==> src/rtl/cp0_access_ctrl.sv <==
// Single-port CP0 register file sequencer: arbitrates exception entry, ERET and
// pipeline MFC0/MTC0, running exception/ERET as read-modify-write sequences.
module cp0_access_ctrl #(
    parameter logic [5:0]  STATUS_NUM = 6'd15,
    parameter logic [5:0]  CAUSE_NUM  = 6'd16,
    parameter logic [5:0]  EPC_NUM    = 6'd17,
    parameter logic [5:0]  BADVA_NUM  = 6'd8,
    parameter int unsigned EXL_BIT    = 1
) (
    input  logic        clk,
    input  logic        rst_n,
    input  logic        exc_valid,
    output logic        exc_ready,
    input  logic [4:0]  exc_code,
    input  logic        exc_bd,
    input  logic [31:0] exc_epc,
    input  logic        exc_has_badva,
    input  logic [31:0] exc_badva,
    output logic        exc_done,
    input  logic        eret_valid,
    output logic        eret_ready,
    output logic        eret_done,
    input  logic        pipe_valid,
    output logic        pipe_ready,
    input  logic        pipe_we,
    input  logic [5:0]  pipe_reg_num,
    input  logic        pipe_reg_ok,
    input  logic [31:0] pipe_wdata,
    output logic        pipe_rsp_valid,
    output logic [31:0] pipe_rdata,
    output logic        rf_en,
    output logic        rf_we,
    output logic [5:0]  rf_addr,
    output logic [31:0] rf_wdata,
    input  logic [31:0] rf_rdata,
    output logic        busy
);

    localparam int unsigned DW  = 32;
    localparam int unsigned CW  = 5;
    localparam int unsigned KW  = 26;
    localparam logic [DW-1:0] EXL_MASK = DW'(1) << EXL_BIT;

    typedef enum logic [2:0] {
        IDLE  = 3'd0,
        X_RDC = 3'd1,
        X_WRS = 3'd2,
        X_WRC = 3'd3,
        X_WRE = 3'd4,
        X_WRB = 3'd5,
        E_WRS = 3'd6,
        P_RSP = 3'd7
    } state_t;

    state_t          state;
    logic [CW-1:0]   x_code;
    logic            x_bd;
    logic [DW-1:0]   x_epc;
    logic            x_has_badva;
    logic [DW-1:0]   x_badva;
    logic [DW-1:0]   old_status;
    logic [KW-1:0]   cause_keep;   // Cause[30:7] and Cause[1:0], preserved on exception entry
    logic            p_rd;

    logic            old_exl;
    assign old_exl = old_status[EXL_BIT];

    // Sequencer state and captured request data
    always_ff @(posedge clk or negedge rst_n) begin
        if (!rst_n) begin
            state       <= IDLE;
            x_code      <= '0;
            x_bd        <= 1'b0;
            x_epc       <= '0;
            x_has_badva <= 1'b0;
            x_badva     <= '0;
            old_status  <= '0;
            cause_keep  <= '0;
            p_rd        <= 1'b0;
        end else begin
            case (state)
                IDLE: begin
                    if (exc_valid) begin
                        x_code      <= exc_code;
                        x_bd        <= exc_bd;
                        x_epc       <= exc_epc;
                        x_has_badva <= exc_has_badva;
                        x_badva     <= exc_badva;
                        state       <= X_RDC;
                    end else if (eret_valid) begin
                        state <= E_WRS;
                    end else if (pipe_valid) begin
                        p_rd  <= !pipe_we && pipe_reg_ok;
                        state <= P_RSP;
                    end
                end
                X_RDC: begin
                    old_status <= rf_rdata;
                    state      <= X_WRS;
                end
                X_WRS: begin
                    cause_keep <= {rf_rdata[30:7], rf_rdata[1:0]};
                    state      <= X_WRC;
                end
                X_WRC: begin
                    if (!old_exl)         state <= X_WRE;
                    else if (x_has_badva) state <= X_WRB;
                    else                  state <= IDLE;
                end
                X_WRE:   state <= x_has_badva ? X_WRB : IDLE;
                X_WRB:   state <= IDLE;
                E_WRS:   state <= IDLE;
                P_RSP:   state <= IDLE;
                default: state <= IDLE;
            endcase
        end
    end

    // Port handshakes and regfile strobes decoded from state; all quiet while in reset
    always_comb begin
        exc_ready      = 1'b0;
        eret_ready     = 1'b0;
        pipe_ready     = 1'b0;
        exc_done       = 1'b0;
        eret_done      = 1'b0;
        pipe_rsp_valid = 1'b0;
        pipe_rdata     = '0;
        rf_en          = 1'b0;
        rf_we          = 1'b0;
        rf_addr        = '0;
        rf_wdata       = '0;
        busy           = 1'b0;
        if (rst_n) begin
            busy = (state != IDLE);
            case (state)
                IDLE: begin
                    if (exc_valid) begin
                        exc_ready = 1'b1;
                        rf_en     = 1'b1;
                        rf_addr   = STATUS_NUM;
                    end else if (eret_valid) begin
                        eret_ready = 1'b1;
                        rf_en      = 1'b1;
                        rf_addr    = STATUS_NUM;
                    end else if (pipe_valid) begin
                        pipe_ready = 1'b1;
                        if (pipe_reg_ok) begin
                            rf_en    = 1'b1;
                            rf_we    = pipe_we;
                            rf_addr  = pipe_reg_num;
                            rf_wdata = pipe_we ? pipe_wdata : '0;
                        end
                    end
                end
                X_RDC: begin
                    rf_en   = 1'b1;
                    rf_addr = CAUSE_NUM;
                end
                X_WRS: begin
                    rf_en    = 1'b1;
                    rf_we    = 1'b1;
                    rf_addr  = STATUS_NUM;
                    rf_wdata = old_status | EXL_MASK;
                end
                X_WRC: begin
                    rf_en    = 1'b1;
                    rf_we    = 1'b1;
                    rf_addr  = CAUSE_NUM;
                    rf_wdata = {x_bd, cause_keep[KW-1:2], x_code, cause_keep[1:0]};
                    exc_done = old_exl && !x_has_badva;
                end
                X_WRE: begin
                    rf_en    = 1'b1;
                    rf_we    = 1'b1;
                    rf_addr  = EPC_NUM;
                    rf_wdata = x_epc;
                    exc_done = !x_has_badva;
                end
                X_WRB: begin
                    rf_en    = 1'b1;
                    rf_we    = 1'b1;
                    rf_addr  = BADVA_NUM;
                    rf_wdata = x_badva;
                    exc_done = 1'b1;
                end
                E_WRS: begin
                    rf_en     = 1'b1;
                    rf_we     = 1'b1;
                    rf_addr   = STATUS_NUM;
                    rf_wdata  = rf_rdata & ~EXL_MASK;
                    eret_done = 1'b1;
                end
                P_RSP: begin
                    pipe_rsp_valid = 1'b1;
                    pipe_rdata     = p_rd ? rf_rdata : '0;
                end
                default: ;
            endcase
        end
    end

endmodule
==> config.mk <==
export PLATFORM = sky130hd
export DESIGN_NAME = cp0_access_ctrl
export DESIGN_NICKNAME = d
export VERILOG_FILES = /design/src/rtl/cp0_access_ctrl.sv
export SDC_FILE = /design/constraint.sdc
export NUM_CORES = 1
export LEC_CHECK = 0
export BUFFER_PORTS_ARGS = -buffer_cell sky130_fd_sc_hd__buf_2
export CORE_MARGIN = 3
export CORE_UTILIZATION = 52
export DETAILED_ROUTE_END_ITERATION = 10
export PLACE_DENSITY = 0.81
export SYNTH_ARGS = -nofsm -noshare
export SYNTH_HDL_FRONTEND = slang
export SYNTH_SLANG_ARGS = --single-unit
==> constraint.sdc <==
create_clock -name clk -period 2.3 [get_ports clk]
set_input_delay 0.23 -clock clk [delete_from_list [all_inputs] [get_ports clk]]
set_output_delay 0.23 -clock clk [all_outputs]
set_load 0.03 [all_outputs]
==> qor.txt <==
detailed-route via count -> 6266
die area -> 15200 sq um
clk root buf -> clkbuf_16
critical path required time -> 2070 ps
dpl cells -> 1034
Setup crit start -> state[0]
Max FO, Critical Path -> 28
vias per cell -> 5.74
DRT Pass-1 Iters -> 5
DR DRC count -> 0
clock sink count -> 133
largest net degree at the start of global routing -> 52
Cell Area, Synth -> 7170 sq um
PD cells -> 1440 nW/um^2
slew of the pin with the lowest slew margin -> 890 ps
DR WL/cell -> 20.5 um
Max Clock Freq -> 407 MHz
DR iter-0 viols -> 516
DP HPWL -> 15.0 mm
I/O Buffers -> 226
status -> complete, but fails checks
mean post-synth cell area -> 11.0 sq um
Overflow after GRT -> 0
post-synthesis register bit count -> 133
Crit path buffers/inverters -> 3
YS warnings -> 0
Net Sw Power -> 5.41 mW
worst reg2reg setup slack -> 20 ps
Initial Util -> 53.7%
layout cells sized above 1 -> 52.2%
CP endpoint kind -> output pin
Max Cap Violations -> 0
Die Span Y -> 123 um
Syn Nets -> 800
synth top area cells -> dfrtp_1 46%, mux2_2 20%, mux2i_1 7.5%, a21oi_1 4.2%, nor2_1 3.4%
Leak -> 4.67 nW
Final Util -> 73.2%
Reg power frac -> 30.9%
final cell count without fillers -> 1091
critical path type -> flip-flop to output pin
routed wire length -> 22.4 mm
period utilisation layout -> 107%
critical path, cell by cell -> buf_4 > buf_16 > mux2i_1 > nor2_1 > a21oi_1 > a21oi_1 > buf_4
vias in the first global route -> 6018
R2R Path Start -> state[0]
combinational power share -> 51.4%
setup ws final -> -157 ps
row count -> 42
layout net count -> 1049
Hold Crit Start -> exc_badva[19]
clk_lat worst skew -> 420 ps
Final min period -> 2460 ps
first-pass GRT wire length -> 33.5 mm
register area share after synthesis -> 46.4%
Final GP Congestion -> 0.906
Worst Skew -> 7.86 ps
initial antenna violation count -> 2
crit start category -> flip-flop
final hold vios -> 0
Slew Limit Headroom -> 40.7%
Synth area leader -> dfrtp_1
Slew Viols, Final -> 0
cells after synthesis -> 652
largest buffer count on any clock path -> 2
Hold Path Class -> input pin to flip-flop
die width -> 123 um
Yosys cell types -> 41
final antenna-violating net count -> 0
CTS buffer count -> 17
CTS tree -> yes
Clk network pwr share -> 17.6%
Worst-path clk slew -> 50 ps
final setup vio count -> 33
synth-to-layout area growth -> 36.3%
Tot GR Track Use -> 29.3%
crit-path leading delay family -> buffers and inverters
RSZ-0062 raised after global routing -> true
H-Tree Depth -> 4
I/O pins -> 227
worst vdd ir -> 0.786 mV
core region area -> 13300 sq um
max incr delay on CP -> 530 ps
Pint -> 8.69 mW
failing checks -> setup timing
share of the synthesized area in the top cell type -> 46.4%
crit path DAT -> 2230 ps
slowest CP cell -> dfrtp_4
switching share of power -> 38.4%
==> Yosys cell counts, drive strengths merged <==
| library cell | n |
|---|---|
| o21a | 4 |
| buf | 36 |
| o31a | 1 |
| o21ai | 23 |
| a31oi | 1 |
| nor3b | 2 |
| nand2 | 14 |
| clkbuf | 15 |
| or2 | 2 |
| or4 | 1 |
| o22ai | 1 |
| o21bai | 1 |
| dfrtp | 133 |
| nor3 | 6 |
| mux2i | 54 |
| o32ai | 1 |
| a211oi | 2 |
| nand3 | 3 |
| a22o | 9 |
| nand2b | 3 |
| a2bb2oi | 1 |
| nor4 | 1 |
| a21oi | 62 |
| nor2b | 8 |
| a221oi | 9 |
| inv | 2 |
| and2 | 26 |
| and4 | 1 |
| nand4b | 1 |
| mux2 | 130 |
| and3 | 34 |
| nor2 | 65 |
==> sequential cells by signal, summed over array words and instances (netlist names) <==
| register | flops |
|---|---|
| p_rd | 1 |
| x_badva | 32 |
| x_has_badva | 1 |
| x_epc | 32 |
| x_code | 5 |
| cause_keep | 26 |
| state | 3 |
| old_status | 32 |
| x_bd | 1 |
==> layout make-up <==
type | count | area [sq um]
diodes | 2 | 5.00
clock buffers | 26 | 489
well taps | 176 | 220
fillers | 939 | 3580
inverters | 2 | 7.51
repair buffers | 281 | 1910
clock inverters | 5 | 50.0
multi-input cells | 466 | 3750
flip-flops and latches | 133 | 3330
==> cells by family after synthesis <==
logic type | count (synthesis) | synth area share (%)
simple gates | 167 | 12.1
compound gates | 115 | 9.52
mux | 184 | 28.0
flops | 133 | 46.4
buf+inv | 53 | 3.95
==> metal layers <==
layer | share of wire [%] | track usage (%)
met1 | 42 | 40.6
met2 | 49 | 45.6
met3 | 6.4 | 5.99
met4 | 2.6 | 11.1
met5 | 0 | 0
==> worst paths after layout <==
path / end / cells after the start
worst min-delay path: x_badva[19] / 2
worst max-delay path: rf_wdata[15] / 7
min in group asynchronous: x_badva[30] / 3
worst min register to register: old_status[5] / 1
worst max register to register: x_badva[26] / 7
max in group asynchronous: old_status[6] / 3
==> layout by cell type, fill, tap and decap left out, types with 3 or more instances in the layout <==
cell type,synthesis,final
clkbuf_16,0,18
dfrtp_1,133,130
mux2_2,128,128
a22o_1,9,9
buf_16,0,4
nor2_2,0,3
o21ai_0,23,15
buf_4,8,58
nand2_1,14,14
o21a_1,4,4
and3_1,34,33
buf_6,4,17
o21ai_1,0,8
buf_12,0,8
buf_2,19,190
clkbuf_1,15,6
a21oi_1,60,49
mux2i_1,54,52
nor2b_1,8,5
a21oi_2,2,13
nor3_1,5,5
and2_1,24,23
nand3_1,3,3
clkinv_2,0,4
a221oi_2,0,9
nor2_1,64,60
clkbuf_8,0,3
==> timing repair <==
action	CTS	global route
pin swaps	8	11
setup endpoints to repair	51	90
cloned	3	1
hold buffers	1	0
hold endpoints to repair	82	0
gates resized for setup	71	52
buffers inserted	7	12
==> per-stage QoR <==
stage / worst slack [ps] / power [mW] / instance area [sq um] / hold WS [ps] / setup TNS (ps)
after floorplan: 175 / 8.61 / 7170 / -65.6 / 0
after global placement: 178 / 10.2 / 8580 / 285 / 0
after detailed placement: 121 / 10.4 / 8580 / 286 / 0
after CTS: -122 / 13.6 / 9510 / 29.5 / -1930
after global routing: -213 / 14.8 / 9770 / 27.2 / -4660
final: -157 / 14.1 / 9770 / 39.4 / -2020
==> worst reg2reg max path: stages (launching register included) <==
cell,delay (ps)
dfrtp_4,530
buf_6,160
or2_4,270
nor3b_4,300
buf_4,160
buf_4,150
buf_12,210
mux2_2,380
==> power by group through the flow <==
stage	clock network [mW]	registers (mW)	logic (mW)
3_3_place_gp	0	4.27	5.95
5_1_grt	2.62	4.50	7.73
2_1_floorplan	0	4.01	4.60
4_1_cts	2.52	4.35	6.78
6_report	2.49	4.37	7.25
3_5_place_dp	0	4.34	6.08
Note: power is estimated with default switching activity, not from simulation.
